File: config.mk
export PLATFORM = sky130hd
export DESIGN_NAME = freq_tuner
export DESIGN_NICKNAME = d
export VERILOG_FILES = /design/src/rtl/tuner_pkg.sv /design/src/rtl/key_debounce.sv /design/src/rtl/freq_tuner.sv
export SDC_FILE = /design/constraint.sdc
export NUM_CORES = 1
export LEC_CHECK = 0
export CORE_ASPECT_RATIO = 2
export CORE_MARGIN = 3
export CORE_UTILIZATION = 40
export CTS_CLUSTER_SIZE = 12
export DETAILED_ROUTE_END_ITERATION = 16
export SYNTH_ARGS = -nofsm -noshare
export SYNTH_HDL_FRONTEND = slang
export SYNTH_SLANG_ARGS = --single-unit
File: constraint.sdc
create_clock -name clk -period 5.8 [get_ports clk]
set_input_delay 0.58 -clock clk [delete_from_list [all_inputs] [get_ports clk]]
set_output_delay 0.58 -clock clk [all_outputs]
set_load 0.05 [all_outputs]
File: src/rtl/tuner_pkg.sv
// ============================================================================
// tuner_pkg : shared types and constants for the freq_tuner block
// Rev 1.0
// ============================================================================
`default_nettype none

package tuner_pkg;

  localparam int FREQ_W = 11;

  typedef logic [6:0] seg_t;

  typedef enum logic [1:0] {
    ST_IDLE  = 2'd0,
    ST_SHIFT = 2'd1,
    ST_LOAD  = 2'd2
  } bcd_state_e;

  localparam seg_t SEG_LUT [10] = '{
    7'h3f, 7'h06, 7'h5b, 7'h4f, 7'h66,
    7'h6d, 7'h7d, 7'h07, 7'h7f, 7'h6f
  };

  function automatic seg_t digit_seg(input logic [3:0] d);
    digit_seg = (d > 4'd9) ? 7'h00 : SEG_LUT[d];
  endfunction

endpackage

`default_nettype wire

File: src/rtl/key_debounce.sv
// ============================================================================
// key_debounce : synchroniser, debounce filter and press pulse with optional repeat
// Rev 1.0
// ============================================================================
`default_nettype none

module key_debounce #(
  parameter int DEBOUNCE_CYCLES = 1000000,
  parameter bit REPEAT_EN       = 1'b0,
  parameter int REPEAT_DELAY    = 25000000,
  parameter int REPEAT_PERIOD   = 5000000
) (
  input  logic clk,
  input  logic reset_n,
  input  logic i_key_n,
  output logic o_press
);

  logic [1:0]  r_sync;
  logic        r_level;
  logic        r_level_q;
  logic [31:0] r_db_cnt;
  logic        w_fall;

  // Level only flips after the synchronised input disagrees for the full window
  always_ff @(posedge clk) begin
    if (!reset_n) begin
      r_sync    <= 2'b11;
      r_level   <= 1'b1;
      r_level_q <= 1'b1;
      r_db_cnt  <= '0;
    end else begin
      r_sync    <= {r_sync[0], i_key_n};
      r_level_q <= r_level;
      if (r_sync[1] != r_level) begin
        if (r_db_cnt == 32'(DEBOUNCE_CYCLES - 1)) begin
          r_level  <= r_sync[1];
          r_db_cnt <= '0;
        end else begin
          r_db_cnt <= r_db_cnt + 32'd1;
        end
      end else begin
        r_db_cnt <= '0;
      end
    end
  end

  assign w_fall = r_level_q & ~r_level;

  generate
    if (REPEAT_EN) begin : g_repeat
      logic [31:0] r_rpt_cnt;
      logic        r_rpt_first;
      logic [31:0] w_target;
      logic        w_rpt;

      assign w_target = r_rpt_first ? 32'(REPEAT_DELAY - 1) : 32'(REPEAT_PERIOD - 1);
      assign w_rpt    = ~r_level & ~w_fall & (r_rpt_cnt == w_target);

      always_ff @(posedge clk) begin
        if (!reset_n) begin
          r_rpt_cnt   <= '0;
          r_rpt_first <= 1'b1;
        end else if (r_level || w_fall) begin
          r_rpt_cnt   <= '0;
          r_rpt_first <= 1'b1;
        end else if (w_rpt) begin
          r_rpt_cnt   <= '0;
          r_rpt_first <= 1'b0;
        end else begin
          r_rpt_cnt   <= r_rpt_cnt + 32'd1;
        end
      end

      assign o_press = w_fall | w_rpt;
    end else begin : g_no_repeat
      assign o_press = w_fall;
    end
  endgenerate

endmodule

`default_nettype wire

File: src/rtl/freq_tuner.sv
// ============================================================================
// freq_tuner : push-button/preset FM tuner with DDS constant and 7-seg readout
// Rev 1.0
// ============================================================================
`default_nettype none

module freq_tuner
  import tuner_pkg::*;
#(
  parameter int width_dds       = 32,
  parameter int N_PRESETS       = 5,
  parameter int PRESETS [N_PRESETS] = '{877, 893, 937, 981, 1079},
  parameter int F_MIN           = 875,
  parameter int F_MAX           = 1080,
  parameter int F_RESET         = 1000,
  parameter int K_STEP          = 1789570,
  parameter int DEBOUNCE_CYCLES = 1000000,
  parameter int REPEAT_DELAY    = 25000000,
  parameter int REPEAT_PERIOD   = 5000000
) (
  input  logic                 clk,
  input  logic                 reset_n,
  input  logic                 key_up_n,
  input  logic                 key_down_n,
  input  logic                 key_preset_n,
  input  logic [N_PRESETS-1:0] SW,
  output logic [FREQ_W-1:0]    freq,
  output logic [width_dds-1:0] K,
  output logic                 k_update,
  output seg_t                 HEX [4]
);

  localparam int SR_W = 16 + FREQ_W;

  generate
    for (genvar gi = 0; gi < N_PRESETS; gi++) begin : g_preset_chk
      if (PRESETS[gi] < F_MIN || PRESETS[gi] > F_MAX) begin : g_bad
        $error("freq_tuner: PRESETS[%0d] lies outside the tuning band", gi);
      end
    end
  endgenerate

  logic w_up_ev, w_dn_ev, w_pre_ev;

  key_debounce #(
    .DEBOUNCE_CYCLES(DEBOUNCE_CYCLES), .REPEAT_EN(1'b1),
    .REPEAT_DELAY(REPEAT_DELAY), .REPEAT_PERIOD(REPEAT_PERIOD)
  ) u_key_up (
    .clk(clk), .reset_n(reset_n), .i_key_n(key_up_n), .o_press(w_up_ev)
  );

  key_debounce #(
    .DEBOUNCE_CYCLES(DEBOUNCE_CYCLES), .REPEAT_EN(1'b1),
    .REPEAT_DELAY(REPEAT_DELAY), .REPEAT_PERIOD(REPEAT_PERIOD)
  ) u_key_down (
    .clk(clk), .reset_n(reset_n), .i_key_n(key_down_n), .o_press(w_dn_ev)
  );

  key_debounce #(
    .DEBOUNCE_CYCLES(DEBOUNCE_CYCLES), .REPEAT_EN(1'b0),
    .REPEAT_DELAY(REPEAT_DELAY), .REPEAT_PERIOD(REPEAT_PERIOD)
  ) u_key_preset (
    .clk(clk), .reset_n(reset_n), .i_key_n(key_preset_n), .o_press(w_pre_ev)
  );

  logic [FREQ_W-1:0]    r_freq;
  logic [FREQ_W-1:0]    w_freq_next;
  logic [FREQ_W-1:0]    w_preset_val;
  logic                 w_sw_onehot;
  logic                 w_freq_chg;
  logic [width_dds-1:0] r_k;
  logic [width_dds-1:0] w_k_next;
  logic                 r_kupd;

  always_comb begin
    w_sw_onehot  = $onehot(SW);
    w_preset_val = '0;
    for (int i = 0; i < N_PRESETS; i++) begin
      if (SW[i]) w_preset_val = FREQ_W'(PRESETS[i]);
    end
  end

  // An invalid switch pattern drops the preset press entirely, so up/down still act
  always_comb begin
    w_freq_next = r_freq;
    if (w_pre_ev && w_sw_onehot) begin
      w_freq_next = w_preset_val;
    end else if (w_up_ev ^ w_dn_ev) begin
      if (w_up_ev) begin
        w_freq_next = (r_freq == FREQ_W'(F_MAX)) ? FREQ_W'(F_MIN) : r_freq + 1'b1;
      end else begin
        w_freq_next = (r_freq == FREQ_W'(F_MIN)) ? FREQ_W'(F_MAX) : r_freq - 1'b1;
      end
    end
  end

  assign w_freq_chg = (w_freq_next != r_freq);
  assign w_k_next   = width_dds'(r_freq) * width_dds'(K_STEP);

  always_ff @(posedge clk) begin
    if (!reset_n) begin
      r_freq <= FREQ_W'(F_RESET);
      r_k    <= width_dds'(F_RESET) * width_dds'(K_STEP);
      r_kupd <= 1'b0;
    end else begin
      r_freq <= w_freq_next;
      r_k    <= w_k_next;
      r_kupd <= (w_k_next != r_k);
    end
  end

  assign freq     = r_freq;
  assign K        = r_k;
  assign k_update = r_kupd;

  bcd_state_e      r_state, w_state_next;
  logic            r_pend;
  logic [SR_W-1:0] r_sr;
  logic [SR_W-1:0] w_sr_shift;
  logic [15:0]     w_bcd_adj;
  logic [3:0]      r_bit_cnt;
  seg_t            r_hex [4];

  always_ff @(posedge clk) begin
    if (!reset_n) r_state <= ST_IDLE;
    else          r_state <= w_state_next;
  end

  always_comb begin
    w_state_next = r_state;
    case (r_state)
      ST_IDLE:  if (r_pend) w_state_next = ST_SHIFT;
      ST_SHIFT: if (r_bit_cnt == 4'(FREQ_W - 1)) w_state_next = ST_LOAD;
      ST_LOAD:  w_state_next = ST_IDLE;
      default:  w_state_next = ST_IDLE;
    endcase
  end

  always_comb begin
    w_bcd_adj = r_sr[SR_W-1:FREQ_W];
    for (int n = 0; n < 4; n++) begin
      if (w_bcd_adj[4*n +: 4] >= 4'd5) w_bcd_adj[4*n +: 4] = w_bcd_adj[4*n +: 4] + 4'd3;
    end
    w_sr_shift = {w_bcd_adj[14:0], r_sr[FREQ_W-1:0], 1'b0};
  end

  // A change arriving in the capture cycle keeps pending set for the next pass
  always_ff @(posedge clk) begin
    if (!reset_n) begin
      r_pend    <= 1'b1;
      r_sr      <= '0;
      r_bit_cnt <= '0;
      for (int d = 0; d < 4; d++) r_hex[d] <= '0;
    end else begin
      r_pend <= (r_state == ST_IDLE && r_pend) ? w_freq_chg : (r_pend | w_freq_chg);
      case (r_state)
        ST_IDLE: begin
          if (r_pend) begin
            r_sr      <= {16'd0, r_freq};
            r_bit_cnt <= '0;
          end
        end
        ST_SHIFT: begin
          r_sr      <= w_sr_shift;
          r_bit_cnt <= r_bit_cnt + 4'd1;
        end
        ST_LOAD: begin
          r_hex[0] <= digit_seg(r_sr[FREQ_W +: 4]);
          r_hex[1] <= digit_seg(r_sr[FREQ_W+4 +: 4]);
          r_hex[2] <= digit_seg(r_sr[FREQ_W+8 +: 4]);
          r_hex[3] <= (r_sr[FREQ_W+12 +: 4] == 4'd0) ? 7'h00 : digit_seg(r_sr[FREQ_W+12 +: 4]);
        end
        default: ;
      endcase
    end
  end

  assign HEX = r_hex;

endmodule

`default_nettype wire

### Word level (Yosys, flattened, before mapping)

Memory sizes are Yosys's and may differ from the RTL's.
Cells that the tools add are included.

* muxes and demuxes: 37
* $add $sub $neg: 16
* equality and inequality tests: 18
* multipliers: 1
* magnitude comparators: 12
* bitwise gates (word level): 24
* reduce and logical (&&, ||, !) cells: 19

Operators by type and width (count)
* $add 32x1->32 const B: 5
* $mux 11: 9
* $eq 32x20->1 const B: 3
* $mux 7: 13
* $eq 32x32->1: 2
* $pmux 27 s2: 1
* $mux 25: 2
* $ne 32x32->1: 1
* $mul 11x20->31 const B: 1
* $mux 27: 1
* $ge 5x5->1 const B: 4
* $not 4->5: 4
* $ge 4x3->1 const B: 4
* $gt 4x4->1 const B: 4
* $mux 4: 4
* $reduce_or 3->1: 5
* $add 4x2->4 const B: 3
* $add 11x1->11 const B: 1
* $eq 11x10->1 const B: 1
* $eq 11x11->1 const B: 1
* $ne 11x11->1: 1
* $sub 11x1->11 const B: 1
* $mux 10: 1
* $reduce_and 2->1: 5
* 26 further kinds: 50

* memories: 4
* word-level logic and storage cells: 159
* flip-flop bits (word level): 280
* bits in read-only memories: 448

Memories
* (no name shown): depth 16, width 7, read ports 1, clocked after Yosys merged registers in 0, wr ports 0, line tuner_pkg.sv:25 `digit_seg = (d > 4'd9) ? 7'h00 : SEG_LUT[d];`
* (no name shown): depth 16, width 7, read ports 1, clocked after Yosys merged registers in 0, wr ports 0, line tuner_pkg.sv:25
* (no name shown): depth 16, width 7, read ports 1, clocked after Yosys merged registers in 0, wr ports 0, line tuner_pkg.sv:25
* (no name shown): depth 16, width 7, read ports 1, clocked after Yosys merged registers in 0, wr ports 0, line tuner_pkg.sv:25

### Longest topological paths before layout

* word-level depth: 12
* mapped depth: 23
* mapped depth without buffers: 20

### Modules after synthesis

A second synthesis with hierarchy kept.

* cells, all modules: 2160
* area total of the unflattened synthesis: 18397.6 um^2

Modules (own cells, without submodules)
* freq_tuner: area an instance 9870.7 um^2, times used 1, cells each 1197
* key_debounce at u_key_down ...: area an instance 3414.5 um^2, times used 2, cells each 385
* key_debounce at u_key_preset: area an instance 1697.9 um^2, times used 1, cells each 193

### Worst setup path after synthesis

Ideal clock, no wire load.

* path kind: reg2reg
* start point: reg r_freq[9] (netlist: freq[9])
* end point: reg r_kupd (netlist: k_update)
* path buffers: 2
* slack: -0.451 ns
* library setup time: 0.138 ns
* arrival time: 6.113 ns
* cell stages (with the launch flop): 22
* data required time: 5.662 ns
* cells stage by stage: dfxtp_1 > buf_2 > inv_1 > ha_1 > fa_1 > inv_1 > fa_1 > inv_1 > fa_1 > fa_1 > inv_1 > ha_1 > buf_6 > xnor2_4 > nor2_1 > a2111o_1 > or4_1 > a2111o_1 > a2111oi_2 > nand4_1 > nor4_2 > a41oi_1

* word-level cells in the longest chain between the ends: 2

Ends and longest elaborated chain
* start, declared: line freq_tuner.sv:66 `logic [FREQ_W-1:0] r_freq;`
* start signal, assigned: line freq_tuner.sv:102 `r_freq <= FREQ_W'(F_RESET);`
* start signal, assigned: line freq_tuner.sv:106 `r_freq <= w_freq_next;`
* $mul 11x20->31: line freq_tuner.sv:98 `assign w_k_next = width_dds'(r_freq) * width_dds'(K_STEP);`
* $ne 32x32->1: line freq_tuner.sv:108 `r_kupd <= (w_k_next != r_k);`
* end signal, assigned: line freq_tuner.sv:108
* end, declared: line freq_tuner.sv:73 `logic r_kupd;`

No other way between the ends.
A chain may end at the register's enable or synchronous reset.

### Worst setup path in the final report

* start point: reg r_freq[8] (netlist: freq[8])
* end point: reg r_kupd (netlist: k_update)

Same word-level chain as after synthesis.

==> flow_metrics.py <==
metrics = {
    "drt": {
        "drc": 0,
        "drt_wl_total_mm": 49.2,
        "drt_iter0_drc": 703,
        "ant_nets": 0,
        "via_count": 14776,
        "wl_per_cell_um": 18.0,
        "vias_per_cell": 5.41,
        "drt-pass1-iter-count": 5,
    },
    "global_route": {
        "grt_pass1_wl_mm": 78.4,
        "grt_remaining_overflow": 0,
        "top_usage_layer": "met2",
        "grt_usage_pct": 21.0,
        "grtUsageMet2_pct": 41.5,
        "grt_max_degree": 58,
        "grt_pass1_vias": 15060,
        "met1_usage_pct": 20.0,
        "antenna_found_initial": 0,
        "use_met3_pct": 2.60,
    },
    "cells_and_area": {
        "design_area_um2": 20200,
        "final_nets": 2362,
        "drive_gt1_share_pct": 10.0,
        "diodes": 0,
        "syn_to_final_growth_pct": 16.8,
    },
    "synth": {
        "synth-simple-area-share_pct": 23.1,
        "synth_largest_area_cell": "dfxtp_1",
        "synth_top_family_by_area": "simple AND/OR/NAND/NOR gates",
        "synth_compound_area_share_pct": 12.3,
        "synth.distinct_cells": 84,
        "synth_area_um2": 17300,
        "synthArstFlopShare_pct": 0,
        "synth_fp_nets": 2251,
        "syn_inst": 2057,
        "synth_adder_area_share_pct": 15.7,
        "yosysSeqAreaShare_pct": 32.2,
        "synth-edff-count": 0,
        "synth_mux_area_share_pct": 0.649,
        "synth_ff_type": "dfxtp_1",
        "synth_top_area_share_pct": 32.2,
        "synthTopCellsByArea": "dfxtp_1, ha_1, fa_1",
        "ys_warn_count": 0,
        "ys_ff_latch": 279,
        "synth.avg_cell_area_um2": 8.43,
        "synth_xor_area_share_pct": 10.4,
    },
    "pwr": {
        "p_int_mw": 2.95,
        "vdd_drop_max_v": 0.000185,
        "p_per_area_nw_per_um2": 187,
        "power.total_mw": 3.80,
        "power_leakage_nw": 7.83,
        "seqPwrFrac_pct": 51.0,
        "netSwitchingFraction_pct": 22.2,
        "pwr-share-comb_pct": 2.5,
        "p_clk_share_pct": 46.5,
        "p_sw_uw": 843,
    },
    "critical_path": {
        "cp-end-kind": "register",
        "critPathMaxFanout": 4,
        "criticalPathCategory": "reg2reg",
        "cp-start-kind": "register",
        "required_ns": 6.20,
        "arrival_ns": 6.09,
    },
    "timing": {
        "setup_viol": 0,
        "hold_slack_ns": 0.405,
        "max_freq_mhz": 176,
        "tightest_slew_ns": 1.11,
        "fin_skew_ns": 0.0219,
        "maxSlewHeadroom_pct": 26.1,
        "min_period_ns": 5.70,
        "hold_viol": 0,
        "rsz0062_at_grt": "yes",
        "period_share_pct": 98.2,
        "drv_slew": 0,
        "setup_ws_ns": 0.105,
    },
    "clock_network": {
        "clk_latency_ns": 0.56,
        "cts_buffers": 29,
        "cts_tree": "yes",
        "h-tree-depth": 1,
        "path_clk_slew_ns": 0.06,
        "cts.sinks": 279,
        "cts_root_buf": "clkbuf_16",
        "clockBufferDepth": 3,
    },
    "die": {
        "start_util_pct": 40.6,
        "die_area_um2": 46000,
        "die_h_um": 300,
        "core_um2": 42700,
        "ios": 82,
        "rows": 107,
        "die_x_um": 153,
    },
    "placement": {
        "place_hpwl_mm": 37.5,
        "portBuffers": 80,
        "gp_congestion": 0.991,
        "placed_area_um2": 19100,
        "place_ws_ns": -0.286,
    },
    "worst_hold_path": {
        "hp-class": "reg2reg",
    },
    "run_status": {
        "status": "complete, no violations",
    },
    "run": {
        "maxCapViolations": 0,
    },
}
## stage by stage
stage / util, % / setup TNS [ns] / std cells
2_1_floorplan: - / 0 / 2057
3_3_place_gp: 44.8 / -0.206 / 2681
3_5_place_dp: 44.8 / -0.286 / 2681
4_1_cts: 47.2 / -0.0456 / 2728
5_1_grt: 47.4 / -0.122 / 2729
6_report: 47.4 / 0 / 2729
## layer usage
layer  part of all wire, %  routed length [um]
met5                     0                   0
met4                   6.8                3330
met3                   3.0                1470
met2                    56               27400
met1                    34               16900
## power groups by stage
stage | sequential, mW | clock, mW | combinational (mW)
final | 1.94 | 1.77 | 0.0938
after CTS | 1.94 | 1.83 | 0.0947
after global placement | 1.98 | 0 | 0.0926
after detailed placement | 1.98 | 0 | 0.0943
after global routing | 1.94 | 1.89 | 0.104
after floorplan | 1.97 | 0 | 0.0681
## worst max-delay path, stage by stage (launching register included)
cell       delay [ns]
dfxtp_4          0.36
fa_1             0.59
fa_2             0.47
fa_2             0.54
inv_2            0.04
fa_2             0.33
fa_1             0.50
inv_2            0.05
ha_4             0.28
xnor2_4          0.12
nor2_2           0.04
a2111o_1         0.39
or4_4            0.52
a2111o_1         0.43
a2111oi_4        0.24
nand4_1          0.29
nor4_2           0.21
a41oi_1          0.13
## layout make-up
class / count / area (um2)
flip-flops and latches: 279 / 5610
fillers: 4121 / 22500
multi-input cells: 1537 / 11000
repair buffers: 177 / 1540
clock buffers: 42 / 805
well taps: 545 / 682
inverters: 144 / 543
clock inverters: 5 / 52.6
## synthesized netlist by cell type (all sizes together), types with 16 or more instances
| cell | instances |
|---|---|
| or3 | 23 |
| and3 | 40 |
| ha | 127 |
| nand2 | 141 |
| buf | 23 |
| dfxtp | 279 |
| a22oi | 17 |
| a21oi | 114 |
| nand3 | 94 |
| clkbuf | 74 |
| fa | 57 |
| xor2 | 106 |
| nor2b | 32 |
| nand2b | 31 |
| nor4 | 25 |
| o21ai | 62 |
| inv | 143 |
| nand4 | 33 |
| nor3 | 36 |
| and4 | 16 |
| nor2 | 294 |
| xnor2 | 93 |
## placed cells by master (no fill, tap or decap), types with 11 or more instances in the layout
cell type        count
fa_1                52
clkdlybuf4s50_1     79
clkbuf_16           29
and3_1              40
nand2b_1            30
nand2_1            141
a31oi_1             11
inv_2               12
nand3_1             94
a22oi_1             17
nor2_1             293
a211oi_1            13
xor2_1             105
inv_1              131
nand4_1             33
and4_1              16
o21ai_0             59
a21o_1              12
dfxtp_1            271
nor4_1              24
xnor2_1             91
o221a_2             12
nor3_1              36
buf_4               95
ha_1               113
or3_1               23
a21oi_1            113
nor2b_1             32
## what timing repair did
item                                    CTS  global route
endpoints found under the setup margin    1             2
pin swaps                                30            17
gates resized for setup                  31            24
hold buffers                              0             0
setup buffers                             0             1
endpoints found under the hold margin     0             0
## kinds of logic (layout without fill, tap and decap cells)
logic type      count (synthesis)  count (layout)
buf+inv                       241             368
mux                            11              11
xor+xnor                      201             201
other cells                     1               1
compound gates                322             322
simple gates                  818             818
flops                         279             279
fa+ha+maj                     184             184
## path summary, 6_finish.rpt
path | start | end | slack, ns | depth (start not counted)
max | freq[8]$_SDFF_PN1_ | k_update$_SDFF_PN0_ | 0.10 | 17
min | u_key_up.r_sync[0]$_SDFF_PN1_ | u_key_up.r_sync[1]$_SDFF_PN1_ | 0.41 | 1
max reg2reg | freq[8]$_SDFF_PN1_ | k_update$_SDFF_PN0_ | 0.10 | 17
min reg2reg | u_key_up.r_sync[0]$_SDFF_PN1_ | u_key_up.r_sync[1]$_SDFF_PN1_ | 0.41 | 1
## registers in the layout, summed over array words and instances, names as in the netlist, 11 cells and up
signal and count:
HEX 28, K 31, freq 11, r_sr 27
u_key_down.g_repeat.r_rpt_cnt 32, u_key_down.r_db_cnt 32, u_key_preset.r_db_cnt 32, u_key_up.g_repeat.r_rpt_cnt 32
u_key_up.r_db_cnt 32
(Power assumes the default switching activity.)
